**src/rtl/decode_stage_mc.sv**
```systemverilog
// Multi-lane decode stage: per-lane decoders feeding an in-order decoded queue with issue window.
// Optional interrupt injection on lane 0 is enabled by defining DECODE_IRQ_INJECT_EN.
package decode_stage_mc_pkg;
  typedef enum logic [1:0] {PRIV_U = 2'b00, PRIV_S = 2'b01, PRIV_M = 2'b11} priv_lvl_t;
  typedef logic [31:0] ex_cause_t;

  localparam ex_cause_t BREAKPOINT        = 32'd3;
  localparam ex_cause_t ILLEGAL_INSTR     = 32'd2;
  localparam ex_cause_t ENV_CALL_UMODE    = 32'd8;
  localparam ex_cause_t ENV_CALL_SMODE    = 32'd9;
  localparam ex_cause_t ENV_CALL_MMODE    = 32'd11;
  localparam ex_cause_t INSTR_PAGE_FAULT  = 32'd12;
  localparam ex_cause_t M_TIMER_INTERRUPT = 32'h8000_0007;

  typedef struct packed {
    logic        valid;
    ex_cause_t   cause;
    logic [31:0] tval;
  } exception_t;

  typedef struct packed {
    logic [31:0] address;
    logic [31:0] instruction;
    logic        predict;
    exception_t  ex;
  } fetch_entry_t;

  typedef enum logic [2:0] {
    FU_NONE, FU_LOAD, FU_STORE, FU_ALU, FU_CTRL_FLOW, FU_MULT, FU_CSR
  } fu_t;

  typedef enum logic [4:0] {
    OP_ADD, OP_SUB, OP_SLL, OP_SLT, OP_SLTU, OP_XOR, OP_SRL, OP_SRA, OP_OR, OP_AND,
    OP_LD, OP_ST, OP_BEQ, OP_BNE, OP_BLT, OP_BGE, OP_BLTU, OP_BGEU,
    OP_JAL, OP_JALR, OP_MUL, OP_CSR, OP_FENCE, OP_SYS
  } fu_op_t;

  typedef struct packed {
    logic [2:0]  index;
    logic [31:0] pc;
    fu_t         fu;
    fu_op_t      op;
    logic [4:0]  rs1;
    logic [4:0]  rs2;
    logic [4:0]  rd;
    logic [31:0] result;
    logic [2:0]  lsu_size;
    logic        use_imm;
    logic        use_pc;
    logic        valid;
    logic        predict;
    exception_t  ex;
  } scoreboard_entry_t;
endpackage

module decoder
  import decode_stage_mc_pkg::*;
(
  input  fetch_entry_t      fetch_entry_i,
  input  priv_lvl_t         priv_lvl_i,
  input  logic              debug_mode_i,
  input  logic              tvm_i,
  input  logic              tw_i,
  input  logic              tsr_i,
  output scoreboard_entry_t entry_o
);
  logic [31:0] instr, imm_i, imm_s, imm_b, imm_u, imm_j;
  logic [2:0]  funct3;
  logic [6:0]  funct7;
  logic        illegal, ecall, ebreak;

  function automatic fu_op_t alu_op(input logic [2:0] f3, input logic alt);
    case (f3)
      3'b000:  return alt ? OP_SUB : OP_ADD;
      3'b001:  return OP_SLL;
      3'b010:  return OP_SLT;
      3'b011:  return OP_SLTU;
      3'b100:  return OP_XOR;
      3'b101:  return alt ? OP_SRA : OP_SRL;
      3'b110:  return OP_OR;
      default: return OP_AND;
    endcase
  endfunction

  assign instr  = fetch_entry_i.instruction;
  assign funct3 = instr[14:12];
  assign funct7 = instr[31:25];
  assign imm_i  = {{20{instr[31]}}, instr[31:20]};
  assign imm_s  = {{20{instr[31]}}, instr[31:25], instr[11:7]};
  assign imm_b  = {{19{instr[31]}}, instr[31], instr[7], instr[30:25], instr[11:8], 1'b0};
  assign imm_u  = {instr[31:12], 12'b0};
  assign imm_j  = {{11{instr[31]}}, instr[31], instr[19:12], instr[20], instr[30:21], 1'b0};

  always_comb begin
    entry_o         = '0;
    entry_o.pc      = fetch_entry_i.address;
    entry_o.predict = fetch_entry_i.predict;
    entry_o.rd      = instr[11:7];
    entry_o.rs1     = instr[19:15];
    illegal         = 1'b0;
    ecall           = 1'b0;
    ebreak          = 1'b0;
    case (instr[6:0])
      7'b0110111, 7'b0010111: begin
        entry_o.fu      = FU_ALU;
        entry_o.op      = OP_ADD;
        entry_o.rs1     = '0;
        entry_o.result  = imm_u;
        entry_o.use_imm = 1'b1;
        entry_o.use_pc  = instr[5] == 1'b0;
      end
      7'b1101111: begin
        entry_o.fu     = FU_CTRL_FLOW;
        entry_o.op     = OP_JAL;
        entry_o.rs1    = '0;
        entry_o.result = imm_j;
        entry_o.use_pc = 1'b1;
      end
      7'b1100111: begin
        entry_o.fu     = FU_CTRL_FLOW;
        entry_o.op     = OP_JALR;
        entry_o.result = imm_i;
        illegal        = funct3 != 3'b000;
      end
      7'b1100011: begin
        entry_o.fu     = FU_CTRL_FLOW;
        entry_o.rs2    = instr[24:20];
        entry_o.rd     = '0;
        entry_o.result = imm_b;
        case (funct3)
          3'b000:  entry_o.op = OP_BEQ;
          3'b001:  entry_o.op = OP_BNE;
          3'b100:  entry_o.op = OP_BLT;
          3'b101:  entry_o.op = OP_BGE;
          3'b110:  entry_o.op = OP_BLTU;
          3'b111:  entry_o.op = OP_BGEU;
          default: illegal    = 1'b1;
        endcase
      end
      7'b0000011: begin
        entry_o.fu       = FU_LOAD;
        entry_o.op       = OP_LD;
        entry_o.result   = imm_i;
        entry_o.lsu_size = funct3;
        illegal          = (funct3 == 3'b011) || (funct3[2:1] == 2'b11);
      end
      7'b0100011: begin
        entry_o.fu       = FU_STORE;
        entry_o.op       = OP_ST;
        entry_o.rs2      = instr[24:20];
        entry_o.rd       = '0;
        entry_o.result   = imm_s;
        entry_o.lsu_size = funct3;
        illegal          = funct3[2] || (funct3 == 3'b011);
      end
      7'b0010011: begin
        entry_o.fu      = FU_ALU;
        entry_o.op      = alu_op(funct3, (funct3 == 3'b101) && instr[30]);
        entry_o.result  = imm_i;
        entry_o.use_imm = 1'b1;
        if (funct3 == 3'b001) illegal = funct7 != 7'b0;
        if (funct3 == 3'b101) illegal = {instr[31], instr[29:25]} != 6'b0;
      end
      7'b0110011: begin
        entry_o.rs2 = instr[24:20];
        if (funct7 == 7'b0000001) begin
          entry_o.fu = FU_MULT;
          entry_o.op = OP_MUL;
        end else if (funct7 == 7'b0 ||
                     (funct7 == 7'b0100000 && (funct3 == 3'b000 || funct3 == 3'b101))) begin
          entry_o.fu = FU_ALU;
          entry_o.op = alu_op(funct3, instr[30]);
        end else begin
          illegal = 1'b1;
        end
      end
      7'b0001111: begin
        entry_o.fu  = FU_NONE;
        entry_o.op  = OP_FENCE;
        entry_o.rd  = '0;
        entry_o.rs1 = '0;
      end
      7'b1110011: begin
        entry_o.fu = FU_CSR;
        if (funct3 == 3'b000) begin
          entry_o.op  = OP_SYS;
          entry_o.rd  = '0;
          entry_o.rs1 = '0;
          case (instr[31:20])
            12'h000: ecall   = 1'b1;
            12'h001: ebreak  = 1'b1;
            12'h302: illegal = priv_lvl_i != PRIV_M;
            12'h102: illegal = (priv_lvl_i == PRIV_U) || (priv_lvl_i == PRIV_S && tsr_i);
            12'h105: illegal = tw_i && (priv_lvl_i != PRIV_M);
            12'h7b2: illegal = !debug_mode_i;
            default: illegal = (funct7 != 7'b0001001) ||
                               (priv_lvl_i == PRIV_U) || (priv_lvl_i == PRIV_S && tvm_i);
          endcase
        end else if (funct3 == 3'b100) begin
          illegal = 1'b1;
        end else begin
          entry_o.op      = OP_CSR;
          entry_o.result  = {20'b0, instr[31:20]};
          entry_o.use_imm = funct3[2];
        end
      end
      default: illegal = 1'b1;
    endcase

    // Fetch faults win over anything the instruction bits would have raised.
    if (fetch_entry_i.ex.valid) begin
      entry_o.ex = fetch_entry_i.ex;
    end else if (illegal) begin
      entry_o.ex = '{valid: 1'b1, cause: ILLEGAL_INSTR, tval: 32'b0};
    end else if (ecall) begin
      entry_o.ex.valid = 1'b1;
      case (priv_lvl_i)
        PRIV_U:  entry_o.ex.cause = ENV_CALL_UMODE;
        PRIV_S:  entry_o.ex.cause = ENV_CALL_SMODE;
        default: entry_o.ex.cause = ENV_CALL_MMODE;
      endcase
    end else if (ebreak) begin
      entry_o.ex = '{valid: 1'b1, cause: BREAKPOINT, tval: 32'b0};
    end
    entry_o.valid = entry_o.ex.valid;
  end
endmodule

module decode_stage_mc
  import decode_stage_mc_pkg::*;
#(
  parameter int unsigned NR_LANES = 2,
  parameter int unsigned DEPTH    = 8
) (
  input  logic                             clk_i,
  input  logic                             rst_ni,
  input  logic                             flush_i,
  input  priv_lvl_t                        priv_lvl_i,
  input  logic                             debug_mode_i,
  input  logic                             tvm_i,
  input  logic                             tw_i,
  input  logic                             tsr_i,
`ifdef DECODE_IRQ_INJECT_EN
  input  logic                             irq_pending_i,
  input  ex_cause_t                        irq_cause_i,
`endif
  input  logic [NR_LANES-1:0]              fetch_valid_i,
  input  fetch_entry_t [NR_LANES-1:0]      fetch_entry_i,
  output logic                             fetch_ready_o,
  output logic [NR_LANES-1:0]              issue_valid_o,
  output scoreboard_entry_t [NR_LANES-1:0] issue_entry_o,
  input  logic [NR_LANES-1:0]              issue_ack_i
);
  localparam int unsigned PTR_W = (DEPTH > 1) ? $clog2(DEPTH) : 1;
  localparam int unsigned CNT_W = $clog2(DEPTH + 1);

  logic [PTR_W-1:0] head_q, head_d, tail_q, tail_d;
  logic [CNT_W-1:0] count_q, count_d, push_cnt, pop_cnt;
  logic             fence_q, fence_d;
  logic             push_en, push_run, pop_run, hit_ex;
  logic [NR_LANES-1:0] wr_en;
  logic [PTR_W-1:0]    wr_idx [NR_LANES];
  logic [PTR_W-1:0]    rd_idx [NR_LANES];

  scoreboard_entry_t                queue_q [DEPTH];
  scoreboard_entry_t [NR_LANES-1:0] dec_entry, wr_entry;

  for (genvar k = 0; k < NR_LANES; k++) begin : g_lane
    decoder u_decoder (
      .fetch_entry_i (fetch_entry_i[k]),
      .priv_lvl_i    (priv_lvl_i),
      .debug_mode_i  (debug_mode_i),
      .tvm_i         (tvm_i),
      .tw_i          (tw_i),
      .tsr_i         (tsr_i),
      .entry_o       (dec_entry[k])
    );
  end

  always_comb begin
    wr_entry = dec_entry;
`ifdef DECODE_IRQ_INJECT_EN
    // An injected interrupt turns lane 0 into the fence point for the group.
    if (irq_pending_i && !dec_entry[0].ex.valid) begin
      wr_entry[0].ex    = '{valid: 1'b1, cause: irq_cause_i, tval: 32'b0};
      wr_entry[0].valid = 1'b1;
    end
`endif
    fetch_ready_o = !fence_q && (count_q <= CNT_W'(DEPTH - NR_LANES));
    push_en       = fetch_ready_o && fetch_valid_i[0] && !flush_i;
    push_run      = push_en;
    push_cnt      = '0;
    hit_ex        = 1'b0;
    wr_en         = '0;
    for (int k = 0; k < NR_LANES; k++) begin
      wr_idx[k] = tail_q + PTR_W'(k);
      if (push_run && fetch_valid_i[k]) begin
        wr_en[k] = 1'b1;
        push_cnt = push_cnt + CNT_W'(1);
        if (wr_entry[k].ex.valid) begin
          hit_ex   = 1'b1;
          push_run = 1'b0;
        end
      end else begin
        push_run = 1'b0;
      end
    end
  end

  always_comb begin
    pop_run = 1'b1;
    pop_cnt = '0;
    for (int k = 0; k < NR_LANES; k++) begin
      rd_idx[k]        = head_q + PTR_W'(k);
      issue_valid_o[k] = (count_q > CNT_W'(k)) && !flush_i;
      issue_entry_o[k] = queue_q[rd_idx[k]];
      if (pop_run && issue_valid_o[k] && issue_ack_i[k]) begin
        pop_cnt = pop_cnt + CNT_W'(1);
      end else begin
        pop_run = 1'b0;
      end
    end
  end

  always_comb begin
    if (flush_i) begin
      count_d = '0;
      head_d  = tail_q;
      tail_d  = tail_q;
      fence_d = 1'b0;
    end else begin
      count_d = count_q + push_cnt - pop_cnt;
      head_d  = head_q + PTR_W'(pop_cnt);
      tail_d  = tail_q + PTR_W'(push_cnt);
      fence_d = fence_q | hit_ex;
    end
  end

  always_ff @(posedge clk_i or negedge rst_ni) begin
    if (!rst_ni) begin
      head_q  <= '0;
      tail_q  <= '0;
      count_q <= '0;
      fence_q <= 1'b0;
    end else begin
      head_q  <= head_d;
      tail_q  <= tail_d;
      count_q <= count_d;
      fence_q <= fence_d;
    end
  end

  always_ff @(posedge clk_i) begin
    for (int k = 0; k < NR_LANES; k++) begin
      if (wr_en[k]) queue_q[wr_idx[k]] <= wr_entry[k];
    end
  end
endmodule

```
**config.mk**
```make
export PLATFORM = sky130hd
export DESIGN_NAME = decode_stage_mc
export DESIGN_NICKNAME = d
export VERILOG_FILES = /design/src/rtl/decode_stage_mc.sv
export SDC_FILE = /design/constraint.sdc
export NUM_CORES = 2
export LEC_CHECK = 0
export ABC_AREA = 0
export BUFFER_PORTS_ARGS = -buffer_cell sky130_fd_sc_hd__buf_2
export CAP_MARGIN = 20
export CORE_UTILIZATION = 40
export DETAILED_ROUTE_END_ITERATION = 10
export PLACE_DENSITY_LB_ADDON = 0.12
export SYNTH_ARGS = -nofsm -noshare
export SYNTH_HDL_FRONTEND = slang
export SYNTH_SLANG_ARGS = --single-unit
```
**constraint.sdc**
```tcl
create_clock -name clk_i -period 56.5 [get_ports clk_i]
set_input_delay 2.825 -clock clk_i [delete_from_list [all_inputs] [get_ports clk_i]]
set_output_delay 2.825 -clock clk_i [all_outputs]
set_load 0.01 [all_outputs]
```
==> out/metrics.yaml <==
run_status:
  outcome: "completed"
global_route:
  grt_max_degree: 149
  grt-ovfl-total: 0
  grt_pass1_wl_mm: 355.5
  track_usage_pct: 27.40
  antenna_found_initial: 50
  grt_pass1_vias: 49710
route:
  via_count: 49920
  viasPerCell: 6.178
  drc: 0
  firstDrtPassIters: 7
  drt_iter0_markers: 4841
  routed_wl_mm: 251.2
  ant_nets: 0
  wl_per_cell_microns: 31.10
worst_setup_path:
  arrival_ns: 5.56
  cp_max_fo: 53
  worstSetupPathType: "flip-flop to output port"
  start_kind: "flip-flop"
  r2r_slack_ns: 50.30
  critPathRequiredTime_ns: 53.67
  endpoint_kind: "output port"
cells_and_area:
  syn_to_final_growth_pct: 13.76
  ff_latch_area_sq_um: 38240
  drive_above_1_share_pct: 36.04
  fillers: 15900
  final_cells: 8079
  nets: 5885
  fin_util_pct: 45.96
  multiInputGateArea_sq_um: 31450
  design_area_sq_um: 81290
floorplanning:
  start_util_pct: 40.40
  die_h_microns: 424.7
  num_rows: 154
  core_sq_um: 176900
  die_area_sq_um: 180300
  die_w_microns: 424.7
  pin_count: 600
timing:
  finalSetupViolations: 0
  slew_viol_final: 0
  hold_viol_final: 0
  setup_ws_ns: 48.12
  fin_setup_tns_ns: 0
  clock.fmax_mhz: 119.3
  worst_pin_slew_ns: 1.252
  period_minus_slack_ns: 8.380
  period_share_pct: 14.83
  slew_headroom_pct: 16.56
  hold_ws_ns: 0.5818
  finClkSkew_ns: 0.02283
  rsz0062_at_grt: "no"
clock_network:
  cts-resized-gates: 0
  hold_buffers: 0
  clock-sinks: 1275
  cts_made_buffers: 151
  cts-root-buf: "clkbuf_16"
  h-tree-depth: 4
  clk_pin_slew_ns: 0.05
  cts_tree: "built"
  insertion_delay_ns: 0.82
  post_cts_buffers: 0
  cts_buffer_depth: 3
synthesis:
  synth_warnings: 0
  synth_seq_cells: 1275
  yosys.area.top_type_share_pct: 53.12
  synth_edf_count: 1264
  yosysMostFrequentCell: "edfxtp_1"
  synth.yosys.seq_area_share_pct: 53.50
  async_flop_share_pct: 0.8627
  syn_inst: 5206
  yosys-top-cells-area: "edfxtp_1 (53%), mux4_2 (20%), mux2_2 (8.1%)"
  ys_top_cells_by_count: "edfxtp_1 (1264), o21ai_0 (717), mux4_2 (632)"
  ys_types: 73
  yosysTopAreaCell: "edfxtp_1"
  synth.cell_area_sq_um: 71460
  synth_flop_cell: "edfxtp_1"
  syn_avg_cell_area_sq_um: 13.73
power_and_ir_drop:
  ir_drop_mv: 0.05872
  power.leakage_nw: 27.10
  fin_total_pwr_mw: 3.865
  cellPowerDensity_nw_per_um2: 47.54
placement:
  io_buffers: 593
  dp_cells: 7781
  pre_cts_slack_ns: 47.96
  place_congestion: 0.8947
  dpl_cell_area_sq_um: 76540
  dp_hpwl_mm: 147.7
min_path:
  hold_class: "flip-flop to flip-flop"
flow_run:
  cap_viol_max_count: 0
==> sequential cells by signal, summed over array words and instances (netlist names) <==
register and flops:
queue_q 1264, fence_q 1, tail_q 3, count_q 4, head_q 3
==> area by class of cell <==
cell class / count / share of cell area [%]
clock buffers: 201 / 4.981
clock inverters: 69 / 0.7557
diodes: 26 / 0.08004
multi-input cells: 3450 / 38.69
well taps: 2340 / 3.602
repair buffers: 683 / 4.687
flip-flops and latches: 1275 / 47.05
inverters: 35 / 0.1616
==> placed cells by master, fill, tap and decap left out, types with 33 or more instances in the layout <==
| cell type | Yosys | final |
|---|---|---|
| nand2_1 | 589 | 589 |
| clkinv_1 | 0 | 33 |
| buf_2 | 109 | 592 |
| nor2_1 | 319 | 319 |
| edfxtp_1 | 1264 | 1264 |
| mux4_2 | 632 | 632 |
| o21ai_0 | 717 | 714 |
| mux2_2 | 514 | 514 |
| clkbuf_16 | 0 | 153 |
| a21oi_1 | 326 | 326 |
| clkbuf_1 | 252 | 44 |
| buf_4 | 21 | 78 |
| inv_1 | 35 | 35 |
==> path summary, 6_finish.rpt <==
check                           start            endpoint  cells past startpoint
max                         head_q[1]  issue_entry_o[163]                      6
min                           fence_q             fence_q                      2
max reg2reg                count_q[3]       queue_q[5][8]                     11
min reg2reg                   fence_q             fence_q                      2
max in group asynchronous      rst_ni           head_q[0]                      1
min in group asynchronous      rst_ni          count_q[0]                      1
==> worst max-delay path, cell delays in order, from the launching register on <==
cell and delay [ns]:
dfrtp_4 1.07, ha_4 0.78, buf_4 0.90, buf_4 0.80, mux4_2 0.59, mux2_2 0.36, buf_2 0.17
==> kinds of logic after synthesis <==
| group | after synthesis | synth area share (%) |
|---|---|---|
| and+or+nand+nor | 1086 | 6.337 |
| xor gates and xnor gates | 9 | 0.1103 |
| adders and majority gates | 16 | 0.3222 |
| DFF | 1275 | 53.50 |
| AOI/OAI and AO/OA | 1171 | 8.624 |
| muxes | 1162 | 28.24 |
| buffers and inverters | 486 | 2.854 |
| other | 1 | 0.005248 |
==> report_power, final <==
part	internal (mW)	total (mW)	switching (mW)
registers	1.09	1.13	0.0466
clock network	0.538	0.946	0.408
logic	0.854	1.78	0.930
==> layer usage <==
metal  share of wire (%)  vias up  GRT usage [%]
li1                    -    21350              -
met1                  40    25960          35.43
met2                  49     2158          46.20
met3                 6.6      425          4.410
met4                 3.6       28          10.41
met5               0.070        -              0
Power figures use the tool's default switching activity.
